[src/rtl/spi_pkg.sv]
// Shared parameter defaults and FSM state encoding for the SPI slave block.
package spi_pkg;

   localparam int SPI_DATA_W     = 8;
   localparam int SPI_FIFO_DEPTH = 4;

   typedef enum logic {
      ST_IDLE  = 1'b0,
      ST_SHIFT = 1'b1
   } spi_state_e;

endpackage

[src/rtl/sync_fifo.sv]
// Single-clock FIFO. The pointers carry one extra wrap bit so that full and
// empty can be told apart.
module sync_fifo #(
   parameter int WIDTH = 8,
   parameter int DEPTH = 4
) (
   input  logic             clk_i,
   input  logic             rst_i,
   input  logic             push_i,
   input  logic [WIDTH-1:0] data_i,
   input  logic             pop_i,
   output logic [WIDTH-1:0] data_o,
   output logic             full_o,
   output logic             empty_o
);

   localparam int AW = $clog2(DEPTH);
   localparam logic [AW:0] PTR_ONE = {{AW{1'b0}}, 1'b1};

   logic [WIDTH-1:0] mem [DEPTH];
   logic [AW:0]      wr_ptr;
   logic [AW:0]      rd_ptr;
   logic             do_push;
   logic             do_pop;

   assign empty_o = (wr_ptr == rd_ptr);
   assign full_o  = (wr_ptr[AW] != rd_ptr[AW]) && (wr_ptr[AW-1:0] == rd_ptr[AW-1:0]);
   assign do_pop  = pop_i && !empty_o;
   // A push into a full FIFO still fits when the head leaves in the same cycle.
   assign do_push = push_i && (!full_o || do_pop);
   assign data_o  = mem[rd_ptr[AW-1:0]];

   always_ff @(posedge clk_i) begin
      if (rst_i) begin
         wr_ptr <= '0;
         rd_ptr <= '0;
      end else begin
         if (do_push) wr_ptr <= wr_ptr + PTR_ONE;
         if (do_pop)  rd_ptr <= rd_ptr + PTR_ONE;
      end
   end

   // NOTE: storage is deliberately not reset; the pointers alone say which entries are valid.
   always_ff @(posedge clk_i) begin
      if (do_push) mem[wr_ptr[AW-1:0]] <= data_i;
   end

endmodule

[src/rtl/spi_slave_fifo.sv]
// SPI mode-0 slave, oversampled by clk_i, with an RX FIFO towards the system
// and a TX FIFO supplying the bytes returned to the master.
module spi_slave_fifo
   import spi_pkg::*;
#(
   parameter int DATA_W     = SPI_DATA_W,
   parameter int FIFO_DEPTH = SPI_FIFO_DEPTH
) (
   input  logic              clk_i,
   input  logic              rst_i,
   input  logic              spi_sclk_i,
   input  logic              spi_ss_i,
   input  logic              spi_mosi_i,
   output logic              spi_miso_o,
   output logic              spi_miso_oe_o,
   output logic [DATA_W-1:0] rx_data_o,
   output logic              rx_valid_o,
   input  logic              rx_ready_i,
   input  logic [DATA_W-1:0] tx_data_i,
   input  logic              tx_valid_i,
   output logic              tx_ready_o,
   output logic              rx_overflow_o,
   output logic              tx_underrun_o,
   input  logic              clear_i
);

   localparam int               CNT_W    = $clog2(DATA_W);
   localparam logic [CNT_W-1:0] LAST_BIT = CNT_W'(DATA_W - 1);
   localparam logic [CNT_W-1:0] CNT_ONE  = CNT_W'(1);

   logic [1:0] sclk_sync, ss_sync, mosi_sync;
   logic       sclk_d, ss_d;
   logic       sclk_rise, sclk_fall, ss_fall;

   spi_state_e state, state_nxt;
   logic       frame_start, frame_abort, bit_rise, bit_fall;
   logic       byte_done, tx_load;

   logic [CNT_W-1:0]  bit_cnt;
   logic [DATA_W-1:0] rx_sr, rx_byte;
   logic [DATA_W-1:0] tx_sr, tx_next, tx_load_data;
   logic              load_pending;

   logic              rx_push, rx_pop, rx_full, rx_empty;
   logic              tx_push, tx_pop, tx_full, tx_empty;
   logic [DATA_W-1:0] tx_head;

   // NOTE: the synchronisers stay out of reset so they keep tracking the pins;
   // an SS held low across reset then cannot masquerade as a fresh falling edge.
   always_ff @(posedge clk_i) begin
      sclk_sync <= {sclk_sync[0], spi_sclk_i};
      ss_sync   <= {ss_sync[0], spi_ss_i};
      mosi_sync <= {mosi_sync[0], spi_mosi_i};
      sclk_d    <= sclk_sync[1];
      ss_d      <= ss_sync[1];
   end

   assign sclk_rise = sclk_sync[1] & ~sclk_d;
   assign sclk_fall = ~sclk_sync[1] & sclk_d;
   assign ss_fall   = ~ss_sync[1] & ss_d;

   always_ff @(posedge clk_i) begin
      if (rst_i) state <= ST_IDLE;
      else       state <= state_nxt;
   end

   // NOTE: every output of this block gets a default first, so no path can infer a latch.
   always_comb begin
      state_nxt   = state;
      frame_start = 1'b0;
      frame_abort = 1'b0;
      bit_rise    = 1'b0;
      bit_fall    = 1'b0;
      case (state)
         ST_IDLE: begin
            if (ss_fall) begin
               state_nxt   = ST_SHIFT;
               frame_start = 1'b1;
            end
         end
         ST_SHIFT: begin
            if (ss_sync[1]) begin
               state_nxt   = ST_IDLE;
               frame_abort = 1'b1;
            end else begin
               bit_rise = sclk_rise;
               bit_fall = sclk_fall;
            end
         end
         default: state_nxt = ST_IDLE;
      endcase
   end

   assign byte_done    = bit_rise && (bit_cnt == LAST_BIT);
   assign rx_byte      = {rx_sr[DATA_W-2:0], mosi_sync[1]};
   assign tx_load      = frame_start || byte_done;
   assign tx_load_data = tx_empty ? '1 : tx_head;

   // NOTE: sequential state uses non-blocking assignments so every register samples pre-edge values.
   always_ff @(posedge clk_i) begin
      if (rst_i) begin
         bit_cnt      <= '0;
         rx_sr        <= '0;
         tx_sr        <= '0;
         tx_next      <= '0;
         load_pending <= 1'b0;
      end else if (frame_start) begin
         bit_cnt      <= '0;
         tx_sr        <= tx_load_data;
         load_pending <= 1'b0;
      end else if (frame_abort) begin
         bit_cnt      <= '0;
         load_pending <= 1'b0;
      end else begin
         if (bit_rise) begin
            rx_sr   <= rx_byte;
            bit_cnt <= (bit_cnt == LAST_BIT) ? '0 : bit_cnt + CNT_ONE;
         end
         // The reloaded byte waits for the next SCLK fall so MISO never moves after a rise.
         if (byte_done) begin
            tx_next      <= tx_load_data;
            load_pending <= 1'b1;
         end
         if (bit_fall) begin
            if (load_pending) begin
               tx_sr        <= tx_next;
               load_pending <= 1'b0;
            end else begin
               tx_sr <= {tx_sr[DATA_W-2:0], 1'b0};
            end
         end
      end
   end

   assign rx_push = byte_done;
   assign rx_pop  = !rx_empty && rx_ready_i;
   assign tx_push = tx_valid_i && !tx_full;
   assign tx_pop  = tx_load && !tx_empty;

   sync_fifo #(.WIDTH(DATA_W), .DEPTH(FIFO_DEPTH)) u_rx_fifo (
      .clk_i   (clk_i),
      .rst_i   (rst_i),
      .push_i  (rx_push),
      .data_i  (rx_byte),
      .pop_i   (rx_pop),
      .data_o  (rx_data_o),
      .full_o  (rx_full),
      .empty_o (rx_empty)
   );

   sync_fifo #(.WIDTH(DATA_W), .DEPTH(FIFO_DEPTH)) u_tx_fifo (
      .clk_i   (clk_i),
      .rst_i   (rst_i),
      .push_i  (tx_push),
      .data_i  (tx_data_i),
      .pop_i   (tx_pop),
      .data_o  (tx_head),
      .full_o  (tx_full),
      .empty_o (tx_empty)
   );

   // Sticky flags: a new event in the same cycle as clear_i keeps the flag set.
   always_ff @(posedge clk_i) begin
      if (rst_i) begin
         rx_overflow_o <= 1'b0;
         tx_underrun_o <= 1'b0;
      end else begin
         rx_overflow_o <= (rx_push && rx_full && !rx_pop) || (rx_overflow_o && !clear_i);
         tx_underrun_o <= (tx_load && tx_empty) || (tx_underrun_o && !clear_i);
      end
   end

   assign spi_miso_oe_o = (state == ST_SHIFT);
   assign spi_miso_o    = (state == ST_SHIFT) ? tx_sr[DATA_W-1] : 1'b1;
   assign rx_valid_o    = !rx_empty;
   assign tx_ready_o    = !tx_full;

endmodule

[config.mk]
export PLATFORM = sky130hd
export DESIGN_NAME = spi_slave_fifo
export DESIGN_NICKNAME = d
export VERILOG_FILES = /design/src/rtl/spi_pkg.sv /design/src/rtl/sync_fifo.sv /design/src/rtl/spi_slave_fifo.sv
export SDC_FILE = /design/constraint.sdc
export NUM_CORES = 1
export LEC_CHECK = 0
export ABC_CLOCK_PERIOD_IN_PS = 3100
export BUFFER_PORTS_ARGS = -buffer_cell sky130_fd_sc_hd__buf_2
export CORE_UTILIZATION = 45
export DETAILED_ROUTE_END_ITERATION = 6
export GPL_TIMING_DRIVEN = 0
export SLEW_MARGIN = 20
export SYNTH_ARGS = -nofsm -noshare
export SYNTH_HDL_FRONTEND = slang
export SYNTH_SLANG_ARGS = --single-unit
[constraint.sdc]
create_clock -name clk_i -period 3.1 [get_ports clk_i]
set_input_delay 0.31 -clock clk_i [delete_from_list [all_inputs] [get_ports clk_i]]
set_output_delay 0.31 -clock clk_i [all_outputs]
set_load 0.01 [all_outputs]
==> out/results.env <==
WORSTPATHARRIVAL_PS=2680
DR_TOTAL_VIAS=2751
POST_SYNTH_NUM_CELL_TYPES=43
CTS_MADE_BUFFERS=17
N_ANTENNA_CELL=0
WORST_CLOCK_SKEW_PS=8.75
R2R_END='u_rx_fifo.wr_ptr[2]'
LEAKAGEPOWER_uW=0.00202
SYNTH-MAIN-FF-CELL='edfxtp_1'
SYNTH_ASYNC_RESET_RATIO_PCT=0
GRT_USE_TOTAL_PCT=17.6
NUMBER_OF_GLOBAL_ROUTE_VIAS_BEFORE_REPAIR=2770
TIMING_HOLD_VIOLATIONS_FINAL=0
SYNTHESIS.AREA_PER_INSTANCE_UM2=13.8
MIN-DELAY-PATH-CLASS='in -> reg'
CORE_BOX_AREA_UM2=9860
MUXSHAREOFSYNTHAREA_PCT=10.4
IO_PINS=30
DETAIL_ROUTE.WL_PER_CELL_UM=15.2
REGISTER_TO_REGISTER_SETUP_SLACK_PS=820
SYN_TO_FINAL_GROWTH_PCT=21.8
TNS_PS=0
DOMINANT_COMBINATIONAL_CELL_FAMILY_BY_AREA_AFTER_SYNTHESIS='multiplexers'
NETLIST_AREA_UM2=4620
WORSTSETUPSTARTPOINT='spi_miso_oe_o'
TIMING_MAX_TRANSITION_VIOLATIONS_FINAL=0
CRITICALPATHCATEGORY='reg -> reg'
CTS_TREE='yes'
ROW_COUNT=36
CTS_SETUP_BUFFERS=0
DP_WORST_SETUP_SLACK_PS=771
TIGHTESTPINTRANSITION_PS=849
CRITICAL_PATH.ENDPOINT_TYPE='flop'
RUN_STATUS='finished, final reports clean'
CRITICAL_PATH_REQUIRED_PS=3500
SYNTH-COMPOUND-AREA-SHARE_PCT=7.34
MOSTFREQUENTLAYOUTCELLS='edfxtp_1, dfxtp_1, buf_2'
FINALNONFILLERCELLS=539
CTS-ROOT-TO-SINK-BUFFERS=2
FMAXACHIEVABLE_MHz=439
SETUP_VIOL=0
REMAINING_DRC_ERRORS=0
POST_SYNTH_FA_HA_MAJ_AREA_FRACTION_PCT=3.25
GRT_START_MAX_NET_PINS=17
CRIT_PATH_MAX_FANOUT=10
MOST_COMMON_CELL_AFTER_LAYOUT_FILL_AND_TAPS_ASIDE='edfxtp_1'
CRIT_PATH_START_KIND='flop'
YOSYSSEQAREASHARE_PCT=65.0
CTS.ROOT.BUFFER_CELL='clkbuf_8'
WORST_SLEW_MARGIN_REL_PCT=43.1
GRT_SETUP_UNREPAIRED='no'
INITIALDRTVIOLATIONCOUNT=111
FINALWORSTSETUPSLACK_PS=820
NUM-FILL-CELLS=805
CTS_HTREE_LEVELS=4
GRT_PASS1_WL_MM=13.6
COUNT_OF_INPUT_AND_OUTPUT_BUFFERS=28
WORSTSKEWPAIRLATENCY_PS=510
SYNTH_SIMPLE_GATE_AREA_SHARE_PCT=9.91
DP_HPWL_MM=5.41
IRDROPWORSTVDD_mV=0.393
MAX-CAP-VIOLATIONS=0
COUNT_OF_SYNTHESIS_STAGE_WARNINGS_FROM_YOSYS=0
PLACE_INST=496
CTS.REPORTEDPATHS.CLKPINSLEW_PS=60
DIE-AREA_UM2=10700
ENDPOINT='u_rx_fifo.wr_ptr[2]'
POST_CTS_RESIZED=0
TOTAL_GRT_OVERFLOW=0
SYN_INST=335
INITIAL_UTILIZATION_PCT=46.9
POSTSYNTHNETCOUNT=363
DRTPASS1ITERATIONS=6
REG2REG_DEPTH=5
PWR_DENSITY_CELL_nW_PER_UM2=678
FP.DIEW_UM=103
ANTENNA_VIOLATING_NETS_POST_ROUTE=0
DIEHEIGHT_UM=103
SYNTH.FF_LATCH_COUNT=118
NET_TOTAL_IN_THE_FINAL_LAYOUT=421
FINALWEIGHTEDCONGESTION=0.718
FINAL_MIN_PERIOD_OVER_CLOCK_PERIOD_PCT=73.6
DRIVE_ABOVE_1_SHARE_PCT=23.4
TIMING.FINAL.CRIT_PERIOD_PS=2280
EDFF_COUNT_SYNTH=64
ANTENNA_FOUND_INITIAL=0
REGTOREGSTARTPOINT='spi_miso_oe_o'
CTS_NUM_SINKS=118
ROUTED_VIA_DENSITY=5.10
DRT_WL_TOTAL_MM=8.19
SYNTH-XOR-AREA-SHARE_PCT=1.89
Yosys cell counts, types with 2 or more instances:
master	instances	area [um2]
edfxtp_1	64	1920
dfxtp_1	54	1080
a21oi_1	33	165
nor2_1	31	116
nand2_1	20	75.1
mux4_2	16	360
ha_1	12	150
mux2i_1	10	100
o21ai_0	10	50.1
a211oi_1	8	60.1
and2_1	8	50.1
buf_2	6	30.0
clkbuf_1	6	22.5
inv_1	6	22.5
xor2_1	6	52.6
nor3_1	4	20.0
xnor2_1	4	35.0
buf_1	3	11.3
nand2b_1	3	18.8
nor2b_1	3	18.8
and4bb_2	2	25.0
buf_4	2	15.0
mux2_2	2	22.5
o31ai_1	2	15.0
or3_1	2	12.5
cell type report:
class | instances | area (um2) | area share, %
clock inverters | 15 | 179 | 3.18
well taps | 133 | 166 | 2.95
plain buffers | 17 | 78.8 | 1.40
inverters | 6 | 22.5 | 0.400
multi-input cells | 194 | 1520 | 26.9
clock buffers | 17 | 414 | 7.35
flip-flops and latches | 118 | 3000 | 53.3
repair buffers | 39 | 250 | 4.44
state kept, by name, summed over array words and instances, names as in the netlist, 2 cells and up, named ones only:
name              count
sclk_sync             2
u_tx_fifo.mem        32
u_rx_fifo.wr_ptr      3
u_tx_fifo.wr_ptr      3
mosi_sync             2
bit_cnt               3
tx_sr                 8
ss_sync               2
u_tx_fifo.rd_ptr      3
u_rx_fifo.rd_ptr      3
tx_next               8
rx_sr                 7
u_rx_fifo.mem        32
metal layers:
layer	up-vias	GRT usage (%)	share of wire (%)
met2	59	29.4	50
met3	12	5.65	4.2
met4	0	6.83	1.5
li1	1356	-	-
met5	-	0	0
met1	1324	21.4	44
worst max-delay path, stage by stage, from the launching register on:
cell and delay [ps]:
dfxtp_1 480, and4bb_2 300, buf_4 180, nand2_2 90, nor3b_2 700, mux2_2 410
worst min-delay path by stage:
stage	startpoint	endpoint	slack [ps]	depth (start not counted)
floorplan	mosi_sync[0]	mosi_sync[1]	310	0
global placement	mosi_sync[0]	mosi_sync[1]	310	0
detailed placement	ss_sync[0]	ss_sync[1]	320	0
CTS	clear_i	tx_underrun_o	80	3
global route	clear_i	tx_underrun_o	100	3
finish	clear_i	tx_underrun_o	110	3
metrics by stage:
step / cell area, um2 / power (uW) / util, % / hold WS, ps
floorplan: 4620 / 1850 / - / 310
global placement: 4930 / 1910 / 50.0 / 311
detailed placement: 4930 / 1910 / 50.0 / 322
CTS: 5630 / 3860 / 57.1 / 84.8
global route: 5630 / 3940 / 57.1 / 95.4
finish: 5630 / 3820 / 57.1 / 113
where the power goes:
group	leakage (uW)	switching (uW)	internal (uW)	total [uW]
registers	0.00103	21.0	1690	1710
clock network	0.000284	704	1230	1930
logic	0.000704	101	77.9	178
cell families after synthesis:
logic type | count (synthesis)
AO/OA/AOI/OAI | 58
XOR/XNOR | 10
adder cells (fa/ha/maj) | 12
buffers and inverters | 23
flip-flops | 118
multiplexers | 28
AND/OR/NAND/NOR | 86
repair_timing:
item / in CTS / in global routing
hold buffers: 11 / 0
hold endpoints to repair: 32 / 0
endpoints found under the setup margin: 0 / 0
Note: power is estimated with default switching activity, not from simulation.
